**config.mk**
```make
export PLATFORM = sky130hd
export DESIGN_NAME = regfile_mp
export DESIGN_NICKNAME = d
export VERILOG_FILES = /design/src/rtl/regfile_mp.sv
export SDC_FILE = /design/constraint.sdc
export NUM_CORES = 2
export LEC_CHECK = 0
export ABC_AREA = 1
export BUFFER_PORTS_ARGS = -buffer_cell sky130_fd_sc_hd__buf_2
export CELL_PAD_IN_SITES_DETAIL_PLACEMENT = 1
export CELL_PAD_IN_SITES_GLOBAL_PLACEMENT = 1
export CORE_MARGIN = 1
export CORE_UTILIZATION = 40
export CTS_BUF_LIST = sky130_fd_sc_hd__clkbuf_8
export CTS_CLUSTER_DIAMETER = 200
export DETAILED_ROUTE_END_ITERATION = 8
export HOLD_SLACK_MARGIN = 0.03
export PLACE_DENSITY_LB_ADDON = 0.1
export SLEW_MARGIN = 15
export SYNTH_ARGS = -nofsm -noshare
export SYNTH_HDL_FRONTEND = slang
export SYNTH_SLANG_ARGS = --single-unit
```
**constraint.sdc**
```tcl
create_clock -name clk -period 3.7 [get_ports clk]
set_input_delay 0.185 -clock clk [delete_from_list [all_inputs] [get_ports clk]]
set_output_delay 0.185 -clock clk [all_outputs]
set_load 0.02 [all_outputs]
```
**src/rtl/regfile_mp.sv**
```systemverilog
// rtl/regfile_mp.sv - multi-read, dual-write register file with power-up clear sweep
// Reads are combinational with write-to-read forwarding; x0 is hardwired to zero.
module regfile_mp #(
    parameter int XLEN  = 32,
    parameter int NREGS = 32,
    parameter int NRD   = 2,
    localparam int AW   = $clog2(NREGS)
) (
    input  logic                clk,
    input  logic                reset,
    output logic                ready,
    input  logic [NRD*AW-1:0]   rd_address,
    output logic [NRD*XLEN-1:0] rd_data,
    input  logic [1:0]          wr_en,
    input  logic [2*AW-1:0]     wr_address,
    input  logic [2*XLEN-1:0]   wr_data
);

    typedef enum logic {CLEAR, RUN} state_e;

    state_e            state_q, state_d;
    logic [AW-1:0]     cnt_q, cnt_d;
    logic              ready_q;
    logic [XLEN-1:0]   mem_q [NREGS];

    logic [AW-1:0]     wa0, wa1;
    logic [XLEN-1:0]   wd0, wd1;
    logic              we0, we1;

    assign wa0 = wr_address[0 +: AW];
    assign wa1 = wr_address[AW +: AW];
    assign wd0 = wr_data[0 +: XLEN];
    assign wd1 = wr_data[XLEN +: XLEN];
    assign we0 = wr_en[0] && (wa0 != '0);
    assign we1 = wr_en[1] && (wa1 != '0);

    always_comb begin
        state_d = state_q;
        cnt_d   = cnt_q;
        case (state_q)
            CLEAR: begin
                cnt_d = cnt_q + AW'(1);
                if (cnt_q == AW'(NREGS - 1)) begin
                    state_d = RUN;
                end
            end
            RUN: begin
                state_d = RUN;
            end
            default: begin
                state_d = CLEAR;
            end
        endcase
    end

    // ready lags the CLEAR->RUN transition by one edge
    always_ff @(posedge clk) begin
        if (reset) begin
            state_q <= CLEAR;
            cnt_q   <= '0;
            ready_q <= 1'b0;
        end else begin
            state_q <= state_d;
            cnt_q   <= cnt_d;
            ready_q <= (state_q == RUN);
        end
    end

    // Port 1 is written last so it wins a same-address collision
    always_ff @(posedge clk) begin
        if (reset) begin
            mem_q[0] <= '0;
        end else if (state_q == CLEAR) begin
            mem_q[cnt_q] <= '0;
        end else begin
            if (we0) begin
                mem_q[wa0] <= wd0;
            end
            if (we1) begin
                mem_q[wa1] <= wd1;
            end
        end
    end

    assign ready = ready_q;

    for (genvar i = 0; i < NRD; i++) begin : g_rd
        logic [AW-1:0]   ra;
        logic [XLEN-1:0] rval;

        assign ra = rd_address[i*AW +: AW];

        always_comb begin
            rval = '0;
            if (ready_q && (ra != '0)) begin
                if (wr_en[1] && (wa1 == ra)) begin
                    rval = wd1;
                end else if (wr_en[0] && (wa0 == ra)) begin
                    rval = wd0;
                end else begin
                    rval = mem_q[ra];
                end
            end
        end

        assign rd_data[i*XLEN +: XLEN] = rval;
    end

endmodule

```
==> Word level (Yosys, flattened, before mapping) <==
Memories as Yosys holds them, arrays and structs flattened.
Cells that the tools add are included.
Widths: inputs -> output; s select.
{ "op_classes": {"add_sub_neg": 1, "n_eq_ne": 5, "muxes": 27, "n_bitwise": 1, "n_reduce_logical": 14} }
{ "op_table": {"columns": ["op", "count"], "rows": [
  ["$mux 32", 8],
  ["$reduce_or 32->1", 2],
  ["$eq 5x5->1", 4],
  ["$reduce_bool 5->1", 4],
  ["$mux 1", 16],
  ["$mux 5", 2],
  ["$logic_and 1x1->1", 8],
  ["$add 5x1->5 const B", 1],
  ["$eq 5x5->1 const B", 1],
  ["$pmux 1 s2", 1],
  ["$not 1->1", 1]
]} }
{ "totals": {"register_bits": 7, "mem_bits_rw": 1024, "mem_count": 1} }
{ "memory_table": {"columns": ["name", "depth", "width", "read_ports", "rd_ports_with_merged_regs", "wr", "line", "rtl"], "rows": [
  ["mem_q", 32, 32, 2, 0, 2, "24", "logic [XLEN-1:0] mem_q [NREGS];"]
]} }

==> Longest topological paths before layout <==
{ "depth": {"depth_word": 8, "mapped_depth": 13, "depth_no_buf": 10} }

==> Least setup slack after synthesis <==
Ideal clock, no wire load.
{ "synth_path": {"path_type": "register to register", "startpoint": "reg state_q", "endpoint": "mem mem_q[24][0], enable pin", "setup_time_ns": 0.466, "arrival_ns": 3.589, "required_time_ns": 3.234, "slack_ns": -0.354, "stages_incl_launch_ff": 9, "n_path_buf": 0, "period_less_slack_ns": 4.054, "path_cell_list": "dfxtp_1 nand2_2 nor2_1 nand2_2 o21ai_0 inv_1 nor2_1 nand2_1 o21ai_0"} }
{ "synth_rtl": {"columns": ["element", "line", "rtl"], "rows": [
  ["start, declared", "21", "state_e state_q, state_d;"],
  ["start signal, assigned", "63", "state_q <= state_d;"],
  ["end, declared", "24", null]
]} }

==> metrics.md <==
| Metric | Value |
|---|---|
| Port bufs | `~150` |
| Synth-to-layout area growth | `11.4%` |
| Proportion of netlist area held by the largest area contributor | `between 40% and 50%` |
| Root cell of the clock tree | `clkbuf_8` |
| Final Slew Violations | `0` |
| Total overflow reported by the global router | `0` |
| VDD IR max | `0.370 mV` |
| Cell area after synthesis | `~64,000 um2` |
| Min Tclk post-route | `approximately 3400 ps` |
| Type of element capturing the critical path | `flip-flop` |
| Worst EP arrival | `4060 ps` |
| Power density cells | `379 nW/um2` |
| Synthesized netlist cell count | `between 8k and 9k` |
| Number of clock sinks | `slightly above 1k` |
| Count of cell types in the netlist | `32` |
| Share of cells above drive strength 1 | `9.14%` |
| Cell Count Post-Placement | `slightly above 10k` |
| Number of post-CTS setup repair buffers | `0` |
| Status | `completed` |
| Insertion delay to the later sink of the worst-skew pair | `roughly 960 ps` |
| Setup repair after global routing missed its margin | `no` |
| Hold WC Path Type | `in -> reg` |
| Sum of internal, switching and leakage power | `0.0271 W` |
| Max-cap viol count | `0` |
| Setup violations, final | `0` |
| Row cnt | `between 100 and 150` |
| Static Leakage | `~27 nW` |
| Number of non-filler instances in the completed layout | `10.7k` |
| Via/cell ratio | `between 6 and 7` |
| Vias post-DR | `67.7k` |
| Crit path launch type | `flip-flop` |
| Count of boundary I/O pins | `153` |
| H-tree levels | `4` |
| Fin util | `~45%` |
| Aggregate global-route resource usage | `about two fifths` |
| Largest fanout of any net on the critical path | `14` |
| Net count after synthesis | `just under 9k` |
| Area of the die | `roughly 160,000 um2` |
| Remaining number of nets flagged by the antenna check after routing | `0` |
| Worst Max-Slew Pin Slew | `about 1200 ps` |
| Mapped Avg Cell Area | `roughly 7.4 um2` |
| Gpl congestion | `between 0.9 and 1` |
| Required time of the worst setup path | `roughly 4400 ps` |
| First-pass GRT wire length | `475,000 um` |
| Fraction of the cycle the final worst path needs | `92.2%` |
| Nets | `~8.6k` |
| Worst-case clock buffer depth | `3` |
| Cell types occupying the most area after synthesis | `edfxtp_1 48%, nand2_1 21%, nand3_1 9.3%, o21ai_0 8.9%, clkbuf_1 2.6%` |
| HPWL after detailed placement | `~200,000 um` |
| Part of the Yosys area used for sequential elements | `around 48%` |
| Max Fclk | `around 0.29 GHz` |
| Category of the critical setup timing path | `reg -> reg` |
| Number of remaining DRC errors | `0` |
| Synthesis warning total | `0` |
| Final hold violation count | `0` |
| Routed wire length | `~340,000 um` |
| CTS buffer count | `between 150 and 200` |
| First-pass iteration count of the detailed router | `8` |
| Post-Route Skew | `32.8 ps` |
| Pin count of the biggest net entering global routing | `between 90 and 100` |
| Clock tree from TritonCTS | `done` |
| Initial antenna violation count | `16` |
| Total of flip-flops plus latches after synthesis | `1,031` |
| Final total negative setup slack | `0 ps` |
| Post-DR wirelength/cell | `31.3 um` |
| Die Y-Extent | `a little over 400 um` |
| Number of global-route vias before repair | `roughly 67k` |
| Detailed Route Iter0 Violations | `8,376` |
| Launch instance of the worst register-to-register path | `state_q$_SDFF_PP0_` |
| Slew Limit Headroom | `~17%` |
| Core Area | `~160,000 um2` |
| Reg clk slew, reported paths | `about 60 ps` |
| Horiz. Die Dim | `402 um` |
| Initial standard-cell utilization of the core | `about two fifths` |
| Crit. Startpoint | `state_q$_SDFF_PP0_` |
| Worst hold start | `wr_data[7]` |
| Cell taking the most area after synthesis | `edfxtp_1` |
==> final cells by class <==
class	count	area [um2]
Antenna cell	5	12.5
Inverter	209	825
Multi-Input combinational cell	6611	29300
Clock buffer	199	2740
Clock inverter	148	787
Sequential cell	1031	30900
Fill cell	19500	87400
Tap cell	2072	2590
Timing Repair Buffer	464	4160
==> state kept, by name (all words and copies together), names as in the netlist <==
signal,count
cnt_q,5
ready,1
state_q,1
mem_q,1024
==> path summary, 6_finish.rpt <==
check / slack (ps) / end / cells past startpoint
setup / recovery: 290 / mem_q[29][20]$_DFFE_PP_ / 9
hold reg to reg: 520 / cnt_q[3]$_SDFFE_PP0N_ / 2
setup reg to reg: 290 / mem_q[29][20]$_DFFE_PP_ / 9
hold / removal: 80 / mem_q[0][7]$_DFFE_PP_ / 4
==> worst max-delay path, cell delays in order (launching register included) <==
cell	delay (ps)
dfxtp_1	380
nand2_2	190
nor2_1	220
nand2_4	200
o21ai_0	340
inv_1	110
nor2_1	150
nand2_1	250
o21ai_4	910
buf_12	290
==> kinds of logic after synthesis <==
kind of cell | synth area share [%]
buf+inv | 7.26
xor+xnor | 0.0274
simple gates | 31.7
compound gates | 12.8
flops | 48.2
fa+ha+maj | 0.0391
==> synthesized netlist by cell type, drive strengths merged <==
cell	number
clkbuf	439
nor2	187
o221ai	2
edfxtp	1024
ha	2
nand4	4
buf	414
nand3	1194
o22ai	10
o21ai	1294
a21oi	320
a22o	1
o211ai	1
nor4	2
xor2	2
nand2	3583
clkinv	1
inv	208
dfxtp	7
nor3	9
==> routing by layer <==
| metal | part of all wire [%] | global-route usage (%) | wire [um] | vias to the layer above |
|---|---|---|---|---|
| li1 | - | - | - | 28800 |
| met3 | 10 | 7.72 | 35200 | 1030 |
| met2 | 45 | 64.3 | 150000 | 4180 |
| met5 | 0.021 | 0 | 69 | - |
| met1 | 39 | 52.6 | 130000 | 33700 |
| met4 | 6.2 | 22.3 | 20900 | 10 |
==> through the flow <==
step | hold slack [ps] | setup WS (ps) | instance area (um2)
floorplan | 264 | -352 | 64000
global placement | 507 | 177 | 67500
detailed placement | 510 | 317 | 67500
CTS | 30.3 | 383 | 71300
global route | 55.2 | 239 | 71300
finish | 80.3 | 288 | 71300
==> report_power, final <==
| group | switching, W | internal [W] | total [W] |
|---|---|---|---|
| combinational | 0.00260 | 0.000798 | 0.00340 |
| sequential | 0.0000296 | 0.0127 | 0.0128 |
| clock | 0.00551 | 0.00538 | 0.0109 |
| total | 0.00814 | 0.0189 | 0.0271 |
==> cell usage in the layout (no fill, tap or decap), types with 5 or more instances in the layout <==
cell / count
edfxtp_1: 1024
bufinv_16: 6
buf_2: 143
nand3_1: 1162
o21ai_0: 1111
a21oi_1: 320
diode_2: 5
o21ai_4: 31
nand2_1: 3579
inv_1: 255
nor2_4: 5
clkbuf_8: 200
buf_4: 212
inv_6: 5
clkinv_1: 51
dlygate4sd3_1: 29
nor2_1: 150
nand3_4: 31
clkinvlp_4: 5
nor3_1: 7
dfxtp_1: 7
inv_2: 10
o21ai_1: 152
nor2_2: 32
o22ai_1: 10
clkinv_2: 18
buf_12: 74
==> repair_timing <==
item                                    in CTS  in global routing
endpoints found under the hold margin      295                  4
hold buffers                                28                  1
gates resized for setup                      0                  0
endpoints found under the setup margin       0                  0
Power figures use the tool's default switching activity.
